--- config.mk ---
export PLATFORM = sky130hd
export DESIGN_NAME = lsu_flat
export DESIGN_NICKNAME = d
export VERILOG_FILES = /design/src/rtl/lsu_if.sv /design/src/rtl/lsu.sv /design/src/flat_wrapper.sv
export SDC_FILE = /design/constraint.sdc
export NUM_CORES = 1
export LEC_CHECK = 0
export BUFFER_PORTS_ARGS = -buffer_cell sky130_fd_sc_hd__buf_2
export CORE_UTILIZATION = 30
export CTS_BUF_LIST = sky130_fd_sc_hd__clkbuf_8
export DETAILED_ROUTE_END_ITERATION = 8
export PLACE_DENSITY = 0.62
export SLEW_MARGIN = 20
export SYNTH_ARGS = -nofsm -noshare
export SYNTH_HDL_FRONTEND = slang
export SYNTH_SLANG_ARGS = --single-unit
--- constraint.sdc ---
create_clock -name clk -period 3.2 [get_ports clk]
set_input_delay 0.32 -clock clk [delete_from_list [all_inputs] [get_ports clk]]
set_output_delay 0.32 -clock clk [all_outputs]
set_load 0.05 [all_outputs]
--- src/rtl/lsu_if.sv ---
// Memory-side bus between the load/store unit and the data memory.
// The LSU drives the request fields; the memory returns ready and read data.
interface lsu_if;
  logic        mem_req;
  logic        mem_we;
  logic [31:0] mem_addr;
  logic [3:0]  mem_wstrb;
  logic [31:0] mem_wdata;
  logic        mem_ready;
  logic [31:0] mem_rdata;

  modport master (
    output mem_req, mem_we, mem_addr, mem_wstrb, mem_wdata,
    input  mem_ready, mem_rdata
  );

  modport slave (
    input  mem_req, mem_we, mem_addr, mem_wstrb, mem_wdata,
    output mem_ready, mem_rdata
  );
endinterface

--- src/rtl/lsu.sv ---
// Load/store unit: turns one execute-stage request into a single memory access,
// aligning and extending load data and flagging misaligned/illegal accesses.
//
// state | meaning
// IDLE  | waiting for start; request fields captured on accept
// REQ   | memory request held stable until mem_ready
// RESP  | one-cycle done with load result / write-back
// ERR   | one-cycle done with fault, no memory access made
module lsu (
  input  logic        clk,
  input  logic        rst,
  input  logic        start,
  input  logic [6:0]  opcode,
  input  logic [2:0]  funct3,
  input  logic [31:0] addr,
  input  logic [31:0] store_data,
  input  logic [4:0]  rd,
  output logic        busy,
  output logic        done,
  output logic [31:0] load_data,
  output logic [4:0]  rd_out,
  output logic        wb_en,
  output logic        fault,
  lsu_if.master       mem
);
  localparam logic [6:0] OP_LOAD  = 7'b0000011;
  localparam logic [6:0] OP_STORE = 7'b0100011;

  typedef enum logic [1:0] {IDLE, REQ, RESP, ERR} state_t;

  state_t      state_q, state_d;
  logic        is_store_q, is_store_d;
  logic [2:0]  funct3_q, funct3_d;
  logic [31:0] addr_q, addr_d;
  logic [31:0] store_data_q, store_data_d;
  logic [4:0]  rd_q, rd_d;
  logic [31:0] rdata_q, rdata_d;

  logic        legal;
  logic        misaligned;
  logic [31:0] lane_shift;
  logic [7:0]  lane_byte;
  logic [15:0] lane_half;

  always_comb begin
    legal = 1'b0;
    if (opcode == OP_LOAD)
      legal = (funct3 == 3'b000) || (funct3 == 3'b001) || (funct3 == 3'b010) ||
              (funct3 == 3'b100) || (funct3 == 3'b101);
    else if (opcode == OP_STORE)
      legal = (funct3 == 3'b000) || (funct3 == 3'b001) || (funct3 == 3'b010);
    misaligned = ((funct3[1:0] == 2'b01) && addr[0]) ||
                 ((funct3[1:0] == 2'b10) && (addr[1:0] != 2'b00));
  end

  always_comb begin
    state_d      = state_q;
    is_store_d   = is_store_q;
    funct3_d     = funct3_q;
    addr_d       = addr_q;
    store_data_d = store_data_q;
    rd_d         = rd_q;
    rdata_d      = rdata_q;
    case (state_q)
      IDLE: begin
        if (start) begin
          if (legal && !misaligned) begin
            state_d      = REQ;
            is_store_d   = (opcode == OP_STORE);
            funct3_d     = funct3;
            addr_d       = addr;
            store_data_d = store_data;
            rd_d         = rd;
          end else begin
            state_d = ERR;
          end
        end
      end
      REQ: begin
        if (mem.mem_ready) begin
          rdata_d = mem.mem_rdata;
          state_d = RESP;
        end
      end
      RESP:    state_d = IDLE;
      ERR:     state_d = IDLE;
      default: state_d = IDLE;
    endcase
  end

  always_ff @(posedge clk or posedge rst) begin
    if (rst) begin
      state_q      <= IDLE;
      is_store_q   <= 1'b0;
      funct3_q     <= 3'b000;
      addr_q       <= 32'h0;
      store_data_q <= 32'h0;
      rd_q         <= 5'd0;
      rdata_q      <= 32'h0;
    end else begin
      state_q      <= state_d;
      is_store_q   <= is_store_d;
      funct3_q     <= funct3_d;
      addr_q       <= addr_d;
      store_data_q <= store_data_d;
      rd_q         <= rd_d;
      rdata_q      <= rdata_d;
    end
  end

  // Lane extraction works off the registered word and captured address only.
  always_comb begin
    lane_shift = rdata_q >> {addr_q[1:0], 3'b000};
    lane_byte  = lane_shift[7:0];
    lane_half  = addr_q[1] ? rdata_q[31:16] : rdata_q[15:0];
  end

  always_comb begin
    busy          = (state_q != IDLE);
    done          = 1'b0;
    load_data     = 32'h0;
    rd_out        = 5'd0;
    wb_en         = 1'b0;
    fault         = 1'b0;
    mem.mem_req   = 1'b0;
    mem.mem_we    = 1'b0;
    mem.mem_addr  = 32'h0;
    mem.mem_wstrb = 4'b0000;
    mem.mem_wdata = 32'h0;
    case (state_q)
      REQ: begin
        mem.mem_req  = 1'b1;
        mem.mem_we   = is_store_q;
        mem.mem_addr = {addr_q[31:2], 2'b00};
        if (is_store_q) begin
          case (funct3_q[1:0])
            2'b00: begin
              mem.mem_wstrb = 4'b0001 << addr_q[1:0];
              mem.mem_wdata = {4{store_data_q[7:0]}};
            end
            2'b01: begin
              mem.mem_wstrb = 4'b0011 << addr_q[1:0];
              mem.mem_wdata = {2{store_data_q[15:0]}};
            end
            default: begin
              mem.mem_wstrb = 4'b1111;
              mem.mem_wdata = store_data_q;
            end
          endcase
        end
      end
      RESP: begin
        done   = 1'b1;
        rd_out = rd_q;
        if (!is_store_q) begin
          wb_en = (rd_q != 5'd0);
          case (funct3_q)
            3'b000:  load_data = {{24{lane_byte[7]}}, lane_byte};
            3'b001:  load_data = {{16{lane_half[15]}}, lane_half};
            3'b100:  load_data = {24'h0, lane_byte};
            3'b101:  load_data = {16'h0, lane_half};
            default: load_data = rdata_q;
          endcase
        end
      end
      ERR: begin
        done  = 1'b1;
        fault = 1'b1;
      end
      default: ;
    endcase
  end
endmodule
--- src/flat_wrapper.sv ---
// flat-port wrapper written by rule: the top's interface ports become plain ports
module lsu_flat 
  (clk, rst, start, opcode, funct3, addr, store_data, rd, busy, done, load_data, rd_out, wb_en, fault, mem_mem_req, mem_mem_we, mem_mem_addr, mem_mem_wstrb, mem_mem_wdata, mem_mem_ready, mem_mem_rdata);
  lsu_if mem_i ();
  input  logic clk;
  input  logic rst;
  input  logic start;
  input  logic [6:0] opcode;
  input  logic [2:0] funct3;
  input  logic [31:0] addr;
  input  logic [31:0] store_data;
  input  logic [4:0] rd;
  output logic busy;
  output logic done;
  output logic [31:0] load_data;
  output logic [4:0] rd_out;
  output logic wb_en;
  output logic fault;
  output wire logic [$bits(mem_i.mem_req)-1:0] mem_mem_req;
  output wire logic [$bits(mem_i.mem_we)-1:0] mem_mem_we;
  output wire logic [$bits(mem_i.mem_addr)-1:0] mem_mem_addr;
  output wire logic [$bits(mem_i.mem_wstrb)-1:0] mem_mem_wstrb;
  output wire logic [$bits(mem_i.mem_wdata)-1:0] mem_mem_wdata;
  input wire logic [$bits(mem_i.mem_ready)-1:0] mem_mem_ready;
  input wire logic [$bits(mem_i.mem_rdata)-1:0] mem_mem_rdata;
  assign mem_mem_req = mem_i.mem_req;
  assign mem_mem_we = mem_i.mem_we;
  assign mem_mem_addr = mem_i.mem_addr;
  assign mem_mem_wstrb = mem_i.mem_wstrb;
  assign mem_mem_wdata = mem_i.mem_wdata;
  assign mem_i.mem_ready = mem_mem_ready;
  assign mem_i.mem_rdata = mem_mem_rdata;
  lsu u_core (.clk(clk), .rst(rst), .start(start), .opcode(opcode), .funct3(funct3), .addr(addr), .store_data(store_data), .rd(rd), .busy(busy), .done(done), .load_data(load_data), .rd_out(rd_out), .wb_en(wb_en), .fault(fault), .mem(mem_i));
endmodule
==> impl_metrics.json <==
{
  "outcome": "complete, but fails checks",
  "violations_in_the_final_reports": "negative hold slack",
  "fin_nets": 828,
  "syn_inst_count": 509,
  "antenna_found_initial": 3,
  "worst-endpoint-arrival_ps": 2730,
  "viasPerCell": 4.631,
  "peakVddDrop_mv": 0.3033,
  "maxSlewHeadroom": 0.4483,
  "drt_drc_violations_left": 0,
  "die_height_um": 142.2,
  "fp.dieW_um": 142.2,
  "mostFrequentLayoutCells": "223 x buf_2, 105 x dfrtp_1, 70 x mux2_4",
  "finalHoldWorstSlack_ps": -0.9753,
  "max_clock_freq_mhz": 328.3,
  "design.portCount": 226,
  "place_hpwl_um": 11720,
  "worst_setup_hold_path_clk_slew_ps": 110,
  "post-route-worst-setup-slack_ps": 153.6,
  "finalClockSkew_ps": 9.220,
  "synth.ff_latch_count": 107,
  "timing.critical_path.to_type": "primary output",
  "yosysWarningCount": 0,
  "hold_violations": 2,
  "synth.cell_area_um2": 5896,
  "detail-route-antenna-nets": 0,
  "routed-via-count": 4543,
  "cp_cell_sequence": "buf_4 -> nor2_1 -> and2_1 -> o31a_1 -> nor3_1 -> buf_2",
  "cts_htree_levels": 3,
  "post_synth_main_area_contributors": "dfrtp_1 45%, mux2_4 18%, mux2_2 7.1%",
  "grt_overflow": 0,
  "start_util": 0.3110,
  "floorplan.rows": 50,
  "layout_commonest_cell": "buf_2",
  "timing.final.max_slew_violations": 0,
  "critical_path.max_stage_delay_ps": 580,
  "max-cap-violations": 0,
  "holdCritPathClass": "input pin to asynchronous set/reset pin",
  "drt_first_iter_violations": 161,
  "cts_root_buffer": "clkbuf_8",
  "setup-violations-final": 0,
  "rsz_0062_raised_after_global_routing": "no",
  "post-synth-top-area-cell": "dfrtp_1",
  "routed_wl_per_cell_um": 16.45,
  "cp_max_fo": 16,
  "clock_tree_from_tritoncts": "built",
  "clkSinkCount": 107,
  "layout-drive-gt1-share": 0.5042,
  "area_growth_syn_to_layout_pct": 25.06,
  "core_area_um2": 18960,
  "power_density_nw_per_um2": 604.2,
  "critical_path_buf_inv_count": 2,
  "number_of_distinct_library_cells_after_synthesis": 35,
  "postRouteWirelength_um": 16130,
  "synth_ff_type": "dfrtp_1",
  "placement.io_buffers": 223,
  "critical_path.startpoint_type": "flop",
  "detailedRoute.firstPassIterationCount": 4,
  "pin_count_of_the_biggest_net_entering_global_routing": 61,
  "synth-async-reset-ratio": 1.000,
  "grt_pass1_vias": 4592,
  "synth_seq_area_share": 0.4542,
  "routabilityCongestion": 0.7829,
  "synth_enable_flop_cells": 0,
  "report.power.total_uw": 4455,
  "worstPathRequired_ps": 2880,
  "worstSkewPairLatency_ps": 380,
  "dpl_worst_slack_ps": 562.8,
  "grt_first_pass_wirelength_um": 25010,
  "synth_top_cell_area_share": 0.4542,
  "p_leak_uw": 0.003933,
  "final.setup.tns_ps": 0,
  "reg2reg_slack_ps": 1120,
  "post-route-period-util": 0.9520,
  "grt_usage": 0.1620,
  "tightestPinTransition_ps": 825.8,
  "cts_hold_buffers": 0,
  "post-cts-setup-buffer-count": 0,
  "ctsResizeCount": 0,
  "cp_slowest_cell": "dfrtp_1",
  "min_period_ps": 3046,
  "cts_buffer_depth": 2,
  "floorplan.die_area_um2": 20220,
  "criticalPathCategory": "flop to primary output",
  "cp_top_family": "buffers and inverters",
  "post_synth.cell_area_avg_um2": 11.58,
  "number_of_cts_inserted_buffers": 9
}
## layer usage
layer,vias to the layer above,wire length (µm),GRT usage
li1,2169,-,-
met5,-,13,0
met4,2,255,0.04641
met3,17,922,0.04610
met2,155,7372,0.2505
met1,2200,7569,0.2194
## final cells by class
cell class                 instances  area [µm²]
clock buffer                       9       123.9
inverter                           8       32.53
tap                              260       325.3
multi-input combinational        354        2882
sequential                       107        2680
antenna                            3       7.507
timing repair buffer             233        1216
clock inverter                     7       106.4
fill                            1906       11580
## registers in the layout (all words and copies together) (netlist names)
signal,count
u_core.addr_q,32
u_core.state_q,2
u_core.rd_q,5
u_core.store_data_q,32
u_core.rdata_q,32
u_core.funct3_q,3
u_core.is_store_q,1
## final timing paths
path                       cells after the start                            from                             endpoint
setup / recovery                               6  u_core.funct3_q[0]$_DFFE_PP0P_                        load_data[31]
hold / removal                                 2                             rst         u_core.addr_q[6]$_DFFE_PP0P_
setup reg to reg                               5   u_core.state_q[1]$_DFFE_PP0P_  u_core.store_data_q[24]$_DFFE_PP0P_
hold reg to reg                                1   u_core.addr_q[28]$_DFFE_PP0P_        u_core.addr_q[28]$_DFFE_PP0P_
max in group asynchronous                      3                             rst  u_core.store_data_q[31]$_DFFE_PP0P_
min in group clk                               2                        addr[24]        u_core.addr_q[24]$_DFFE_PP0P_
## through the flow
step / std cells / instance area, µm² / utilization
3_5_place_dp: 962 / 7134 / 0.3764
4_1_cts: 978 / 7365 / 0.3885
3_3_place_gp: 962 / 7134 / 0.3764
6_report: 981 / 7373 / 0.3890
5_1_grt: 978 / 7366 / 0.3886
2_1_floorplan: 510 / 5899 / -
## Yosys cell counts (8+ instances only)
cell and count:
a21oi_1 29, and2_1 37, and3_1 8, clkbuf_1 21
dfrtp_1 107, inv_1 8, mux2_2 37, mux2_4 70
mux2i_1 25, nand2_1 30, nor2_1 58, nor3_1 17
## kinds of logic after synthesis
logic type / after synthesis / share of synthesized area
other: 1 / 0.0006361
muxes: 132 / 0.2914
and+or+nand+nor: 163 / 0.1320
DFF: 107 / 0.4542
AOI/OAI and AO/OA: 57 / 0.06282
buffers and inverters: 49 / 0.05900
## worst register-to-register path, cell delays in order, from the launching register on
cell,delay (ps)
dfrtp_1,450
nor2_1,160
inv_1,70
or3_4,600
buf_12,300
mux2_4,390
## where the power goes
part           switching, µW  internal (µW)  leakage (µW)
logic                   1010            592       0.00240
clock network            519            457      0.000117
registers                262           1620       0.00141
(Power assumes the default switching activity.)
